$ cat src/rtl/vc_ram_arb_pkg.sv
// Shared types for the two-requester RAM write-port arbiter.
package vc_ram_arb_pkg;

  typedef enum logic {
    INIT = 1'b0,
    ARB  = 1'b1
  } state_e;

  // Index of one of the two write requesters; also the round-robin priority.
  typedef logic req_idx_t;

  localparam int NUM_REQ = 2;

endpackage

$ cat src/rtl/vc_rr_arb2.sv
// Two-way round-robin picker: a lone valid wins, a tie goes to prio.
module vc_rr_arb2
  import vc_ram_arb_pkg::*;
(
  input  logic     [NUM_REQ-1:0] val,
  input  req_idx_t               prio,
  input  logic                   en,
  output logic     [NUM_REQ-1:0] grant,
  output req_idx_t               next_prio
);

  genvar gi;
  generate
    for (gi = 0; gi < NUM_REQ; gi++) begin : g_grant
      assign grant[gi] = en && val[gi] &&
                         (!val[NUM_REQ-1-gi] || (prio == req_idx_t'(gi)));
    end
  endgenerate

  // The winner yields priority to the other requester.
  always_comb begin
    next_prio = prio;
    if (grant[0]) begin
      next_prio = 1'b1;
    end else if (grant[1]) begin
      next_prio = 1'b0;
    end
  end

endmodule

$ cat src/rtl/vc_ram_wport_arb.sv
// Arbitrates two write requesters onto the registered write port of a 1w1r RAM.
// Define VC_RAM_ARB_INIT_EN to sweep INIT_VALUE through every word after reset.
module vc_ram_wport_arb
  import vc_ram_arb_pkg::*;
#(
  parameter int                   DATA_SZ    = 1,
  parameter int                   ENTRIES    = 2,
  parameter int                   ADDR_SZ    = 1,
  parameter logic [DATA_SZ-1:0]   INIT_VALUE = '0
) (
  input  logic               clk,
  input  logic               reset_n,
  input  logic               req0_val,
  output logic               req0_rdy,
  input  logic [ADDR_SZ-1:0] req0_addr,
  input  logic [DATA_SZ-1:0] req0_data,
  input  logic               req1_val,
  output logic               req1_rdy,
  input  logic [ADDR_SZ-1:0] req1_addr,
  input  logic [DATA_SZ-1:0] req1_data,
  input  logic               hold,
  output logic               ram_wen_p,
  output logic [ADDR_SZ-1:0] ram_waddr_p,
  output logic [DATA_SZ-1:0] ram_wdata_p,
  output logic               init_done,
  output logic               err_p
);

  localparam int               CNT_W     = ADDR_SZ + 1;
  localparam logic [CNT_W-1:0] ENTRIES_W = CNT_W'(ENTRIES);

  state_e               state_reg, state_next;
  req_idx_t             prio_reg, prio_next;
  logic                 wen_reg, wen_next;
  logic [ADDR_SZ-1:0]   waddr_reg, waddr_next;
  logic [DATA_SZ-1:0]   wdata_reg, wdata_next;
  logic                 err_reg, err_next;

  logic [NUM_REQ-1:0]   grant;
  req_idx_t             arb_next_prio;
  logic                 arb_en;
  logic                 accept;
  logic [ADDR_SZ-1:0]   sel_addr;
  logic [DATA_SZ-1:0]   sel_data;
  logic                 sel_in_range;

`ifdef VC_RAM_ARB_INIT_EN
  logic [CNT_W-1:0]     cnt_reg, cnt_next;
`endif

  assign arb_en = (state_reg == ARB) && !hold;

  vc_rr_arb2 u_rr_arb2 (
    .val       ({req1_val, req0_val}),
    .prio      (prio_reg),
    .en        (arb_en),
    .grant     (grant),
    .next_prio (arb_next_prio)
  );

  assign req0_rdy     = grant[0];
  assign req1_rdy     = grant[1];
  assign accept       = |grant;
  assign sel_addr     = grant[1] ? req1_addr : req0_addr;
  assign sel_data     = grant[1] ? req1_data : req0_data;
  assign sel_in_range = {1'b0, sel_addr} < ENTRIES_W;

  always_comb begin
    state_next = state_reg;
    prio_next  = prio_reg;
    wen_next   = 1'b0;
    waddr_next = waddr_reg;
    wdata_next = wdata_reg;
    err_next   = 1'b0;
`ifdef VC_RAM_ARB_INIT_EN
    cnt_next   = cnt_reg;
`endif
    case (state_reg)
      INIT: begin
`ifdef VC_RAM_ARB_INIT_EN
        // The counter runs one past the last word so ARB opens a cycle later.
        if (cnt_reg == ENTRIES_W) begin
          state_next = ARB;
        end else begin
          wen_next   = 1'b1;
          waddr_next = cnt_reg[ADDR_SZ-1:0];
          wdata_next = INIT_VALUE;
          cnt_next   = cnt_reg + CNT_W'(1);
        end
`else
        state_next = ARB;
`endif
      end
      ARB: begin
        prio_next = arb_next_prio;
        if (accept) begin
          if (sel_in_range) begin
            wen_next   = 1'b1;
            waddr_next = sel_addr;
            wdata_next = sel_data;
          end else begin
            err_next = 1'b1;
          end
        end
      end
      default: state_next = INIT;
    endcase
  end

  always_ff @(posedge clk or negedge reset_n) begin
    if (!reset_n) begin
      state_reg <= INIT;
      prio_reg  <= 1'b0;
      wen_reg   <= 1'b0;
      waddr_reg <= '0;
      wdata_reg <= '0;
      err_reg   <= 1'b0;
    end else begin
      state_reg <= state_next;
      prio_reg  <= prio_next;
      wen_reg   <= wen_next;
      waddr_reg <= waddr_next;
      wdata_reg <= wdata_next;
      err_reg   <= err_next;
    end
  end

`ifdef VC_RAM_ARB_INIT_EN
  always_ff @(posedge clk or negedge reset_n) begin
    if (!reset_n) begin
      cnt_reg <= '0;
    end else begin
      cnt_reg <= cnt_next;
    end
  end
`endif

  assign ram_wen_p   = wen_reg;
  assign ram_waddr_p = waddr_reg;
  assign ram_wdata_p = wdata_reg;
  assign err_p       = err_reg;
  assign init_done   = (state_reg == ARB);

endmodule

$ cat config.mk
export PLATFORM = sky130hd
export DESIGN_NAME = vc_ram_wport_arb
export DESIGN_NICKNAME = d
export VERILOG_FILES = /design/src/rtl/vc_ram_arb_pkg.sv /design/src/rtl/vc_rr_arb2.sv /design/src/rtl/vc_ram_wport_arb.sv
export SDC_FILE = /design/constraint.sdc
export NUM_CORES = 1
export LEC_CHECK = 0
export BUFFER_PORTS_ARGS = -buffer_cell sky130_fd_sc_hd__buf_2
export CORE_AREA = 2 2 39 41
export DETAILED_ROUTE_END_ITERATION = 16
export DIE_AREA = 0 0 41 43
export PLACE_DENSITY = 0.55
export SYNTH_ARGS = -nofsm -noshare
export SYNTH_HDL_FRONTEND = slang
export SYNTH_SLANG_ARGS = --single-unit
$ cat constraint.sdc
create_clock -name clk -period 2.8 [get_ports clk]
set_clock_uncertainty 0.1 [all_clocks]
set_input_delay 0.42 -clock clk [delete_from_list [all_inputs] [get_ports clk]]
set_output_delay 0.42 -clock clk [all_outputs]
set_load 0.05 [all_outputs]
; Word level (Yosys, flattened, before mapping)
; Cells that the tools add are included.
[op_classes]
reduce_logical = 14
muxes = 6
n_bitwise = 1
[ops]
columns = op, n
row1 = 2-to-1 mux 1 bit, 6
row2 = logical AND 1 bit, 5
row3 = AND reduction 2 bit, 2
row4 = logical NOT 1 bit, 3
row5 = logical OR 1 bit, 2
row6 = nonzero test 2 bit, 1
row7 = OR reduction 2 bit, 1
row8 = NOT 1 bit, 1
[word_totals]
word_cells = 26
regBits = 5
inputBits = 9

; Longest topological paths before layout
[depth]
depth_word = 7
depth_mapped = 3
ltp_nobuf = 3

; Modules after synthesis
; Synthesis repeated with hierarchy kept, for this count alone.
[unflattened]
cells_unflattened = 29
hier_area_um2 = 269.0
[modules_own_cells]
columns = module, area_per_inst_um2, n_inst, cells_per_inst
row1 = vc_ram_wport_arb, 232.7, 1, 22
row2 = vc_rr_arb2, 36.3, 1, 7

; Worst setup path after synthesis
; Ideal clock, no wire load.
[synth_timing]
kind = register to output
startpoint = register state_reg (netlist: init_done)
endpoint = output port req0_rdy
t_arrival_ps = 1580
stages_incl_launch_ff = 3
setup_slack_ps = 700
cell_sequence = dfrtp_1 -> nand3b_1 -> nor2_1
[synth_between]
elab_chain_cells = 3
[synth_rtl]
columns = item, line_no
row1 = start: declaration, vc_ram_wport_arb.sv:32  ; state_e state_reg, state_next;
row2 = start signal: assignment, vc_ram_wport_arb.sv:119  ; state_reg <= state_next;
row3 = logical AND 1 bit, vc_ram_wport_arb.sv:51  ; assign arb_en = (state_reg == ARB) && !hold;
row4 = logical AND 1 bit (2 in series), vc_rr_arb2.sv:15  ; assign grant[gi] = en && val[gi] &&
row5 = end: declaration, vc_ram_wport_arb.sv:14  ; output logic req0_rdy,
; No other way between the ends.

; Worst setup path in the final report
[layout_timing]
startpoint = register prio_reg
endpoint = output port req0_rdy
[layout_between]
elab_chain_cells = 3
[layout_rtl]
columns = item, line_no
row1 = start: declaration, vc_ram_wport_arb.sv:33  ; req_idx_t prio_reg, prio_next;
row2 = start signal: assignment, vc_ram_wport_arb.sv:120  ; prio_reg <= prio_next;
row3 = NOT 1 bit, vc_rr_arb2.sv:16  ; (!val[NUM_REQ-1-gi] || (prio == req_idx_t'(gi)));
row4 = logical OR 1 bit, vc_rr_arb2.sv:16
row5 = logical AND 1 bit, vc_rr_arb2.sv:15
; No other way between the ends.

==> flow_summary.ini <==
[clock_tree]
htreeDepth = 1
clkTransAtPathRegs_ns = 0.04
insertion_delay_ns = 0.24
clockBufferDepth = 2
cts_inserted_buffers = 3
post-cts-setup-buffers = 0
cts_sinks = 5
root_buffer = clkbuf_4
cts_tree = done

[hold_path]
min_from = req1_data
min_to = ram_wdata_p
hold_path_class = input pin to flip-flop
hold-path-cell-count = 3

[grt]
grt_pass1_wl_microns = 890
antenna_found_initial = 0
overflow = 0
grt_use_total_pct = 8.06
first_global_vias = 231
grt_max_degree = 6

[place]
place.gp.congestion = 0.735
port_buffers = 14
post-dp-hpwl_microns = 486

[floorplanning]
die_x_microns = 41
die_h_microns = 43
num_rows = 14
initial_core_util_pct = 19.7
pin_count = 16
core_sq_mm = 0.00138
die_area_sq_mm = 0.00176

[layout]
diodes = 0
nets = 55
synthToLayoutAreaGrowth_pct = 43.6
post-route-util_pct = 28.3
drive_gt1_share_pct = 46.7

[synthesis]
synth_seq_cells = 5
syn_inst = 27
yosys.cell_types.count = 17
syn_avg_cell_area_sq_um = 10.1
netlist_area_sq_um = 273
synth_ff_type = dfrtp_1
synth_nets = 36
synth.area.top_cells = dfrtp_1, nand3b_4, o21ai_0
ys_seq_area_share_pct = 45.9
yosysWarnings = 0
synth.largest_area_cell = dfrtp_1
synth_top_area_share_pct = 45.9
async_flop_share_pct = 100
synth_edf_count = 0

[sta]
worst_hold_slack_ns = 0.377
finalMaxSlewViolations = 0
period_minus_slack_ns = 1.83
setup_viol = 0
finalHoldViolations = 0
timing.fmax_mhz = 546
rsz0062_at_grt = no
fin_setup_tns_ns = 0
fin_crit_sh_pct = 65.4

[setup_path]
r2r_start = prio_reg
cp-start-kind = flip-flop
critPathCaptureType = primary output
critPathMaxFanout = 4
critPathKind = flip-flop to primary output
rrSetupSlack_ns = 1.66
critPathRequiredTime_ns = 2.28
critical_path_arrival_ns = 1.31
r2r_cells = 3
rr_endpoint = ram_wdata_p

[power_and_ir_drop]
p_per_area_mw_per_mm2 = 668
p_leak_nw = 0.209
total_power_w = 0.000262
vdd_drop_max_mv = 0.345

[drt]
drt_wl_total_microns = 535
drt-wirelength-per-cell_microns = 8.77
drc = 0
vias = 249
route.antenna.remaining_nets = 0
top_layer = met3
met1_length_microns = 233
wl_met3_microns = 74
viasPerCell = 4.08
wl_met2_microns = 227
drt-pass1-iter-count = 4
dr.first_iter.drc_count = 6

[run_status]
status = completed

[run]
maxCapViolCount = 0
power by group:
| part | total [W] | switching [W] | internal (W) |
|---|---|---|---|
| clock | 0.0000804 | 0.0000267 | 0.0000537 |
| sequential | 0.0000946 | 0.00000952 | 0.0000851 |
| combinational | 0.0000866 | 0.0000603 | 0.0000263 |
| total | 0.000262 | 0.0000965 | 0.000165 |
worst max path at each step:
| stage | start | endpoint | cells after the start |
|---|---|---|---|
| after CTS | prio_reg | req0_rdy | 3 |
| final | prio_reg | req0_rdy | 3 |
| after global placement | hold | req1_rdy | 5 |
| after floorplan | init_done | req0_rdy | 2 |
| after detailed placement | req0_val | req1_rdy | 5 |
| after global routing | init_done | req1_rdy | 4 |
synth_stat cells (2+ instances only):
library cell and instances:
a31oi_1 2, conb_1 2, nand4_1 2, nor3_1 2, dfrtp_1 5, o21ai_0 3
worst max-delay path, cell delays in order (launching register included):
cell	delay [ns]
dfrtp_1	0.42
and2_2	0.23
nor2_1	0.14
buf_2	0.29
through the flow:
stage	cell area, sq um	instances	worst slack (ns)
after CTS	392	61	0.963
after floorplan	273	27	0.700
final	392	61	0.969
after global placement	355	56	1.04
after detailed placement	355	56	1.04
after global routing	392	61	0.882
cell families (layout without fill, tap and decap cells):
logic type,after synthesis,after routing,share of synthesized area [%]
and+or+nand+nor,12,12,34.4
AOI/OAI and AO/OA,6,6,12.8
DFF,5,5,45.9
other,2,2,2.75
buffers and inverters,2,20,4.13
metal layers:
metal  track usage (%)  up-vias
met3              7.85        0
li1                  -      127
met2              11.3       12
met5                 0        -
met4              2.00        0
met1              8.44      110
area by class of cell:
type,instances,area (sq um)
clock buffer,4,26.3
timing repair buffer,15,80.1
sequential,5,125
fill,157,992
multi-input combinational,20,136
tap,16,20.0
inverter,1,3.75
layout by cell type, fill, tap and decap left out:
cell / count
a21o_1: 1
clkbuf_4: 3
nor2b_1: 1
inv_1: 1
nand3b_1: 1
nand4_1: 2
nand2_1: 1
nor3_1: 2
dfrtp_1: 5
dlygate4sd3_1: 1
clkbuf_1: 1
or2_4: 1
nor2_1: 1
nand3b_4: 1
conb_1: 2
and2_2: 1
nor2b_4: 1
a31oi_1: 2
buf_2: 14
o21ai_0: 3
repair_timing:
action,CTS,global route
hold buffers,1,0
setup endpoints to repair,0,0
endpoints found under the hold margin,5,0
resized for setup,0,0
Power figures use the tool's default switching activity.
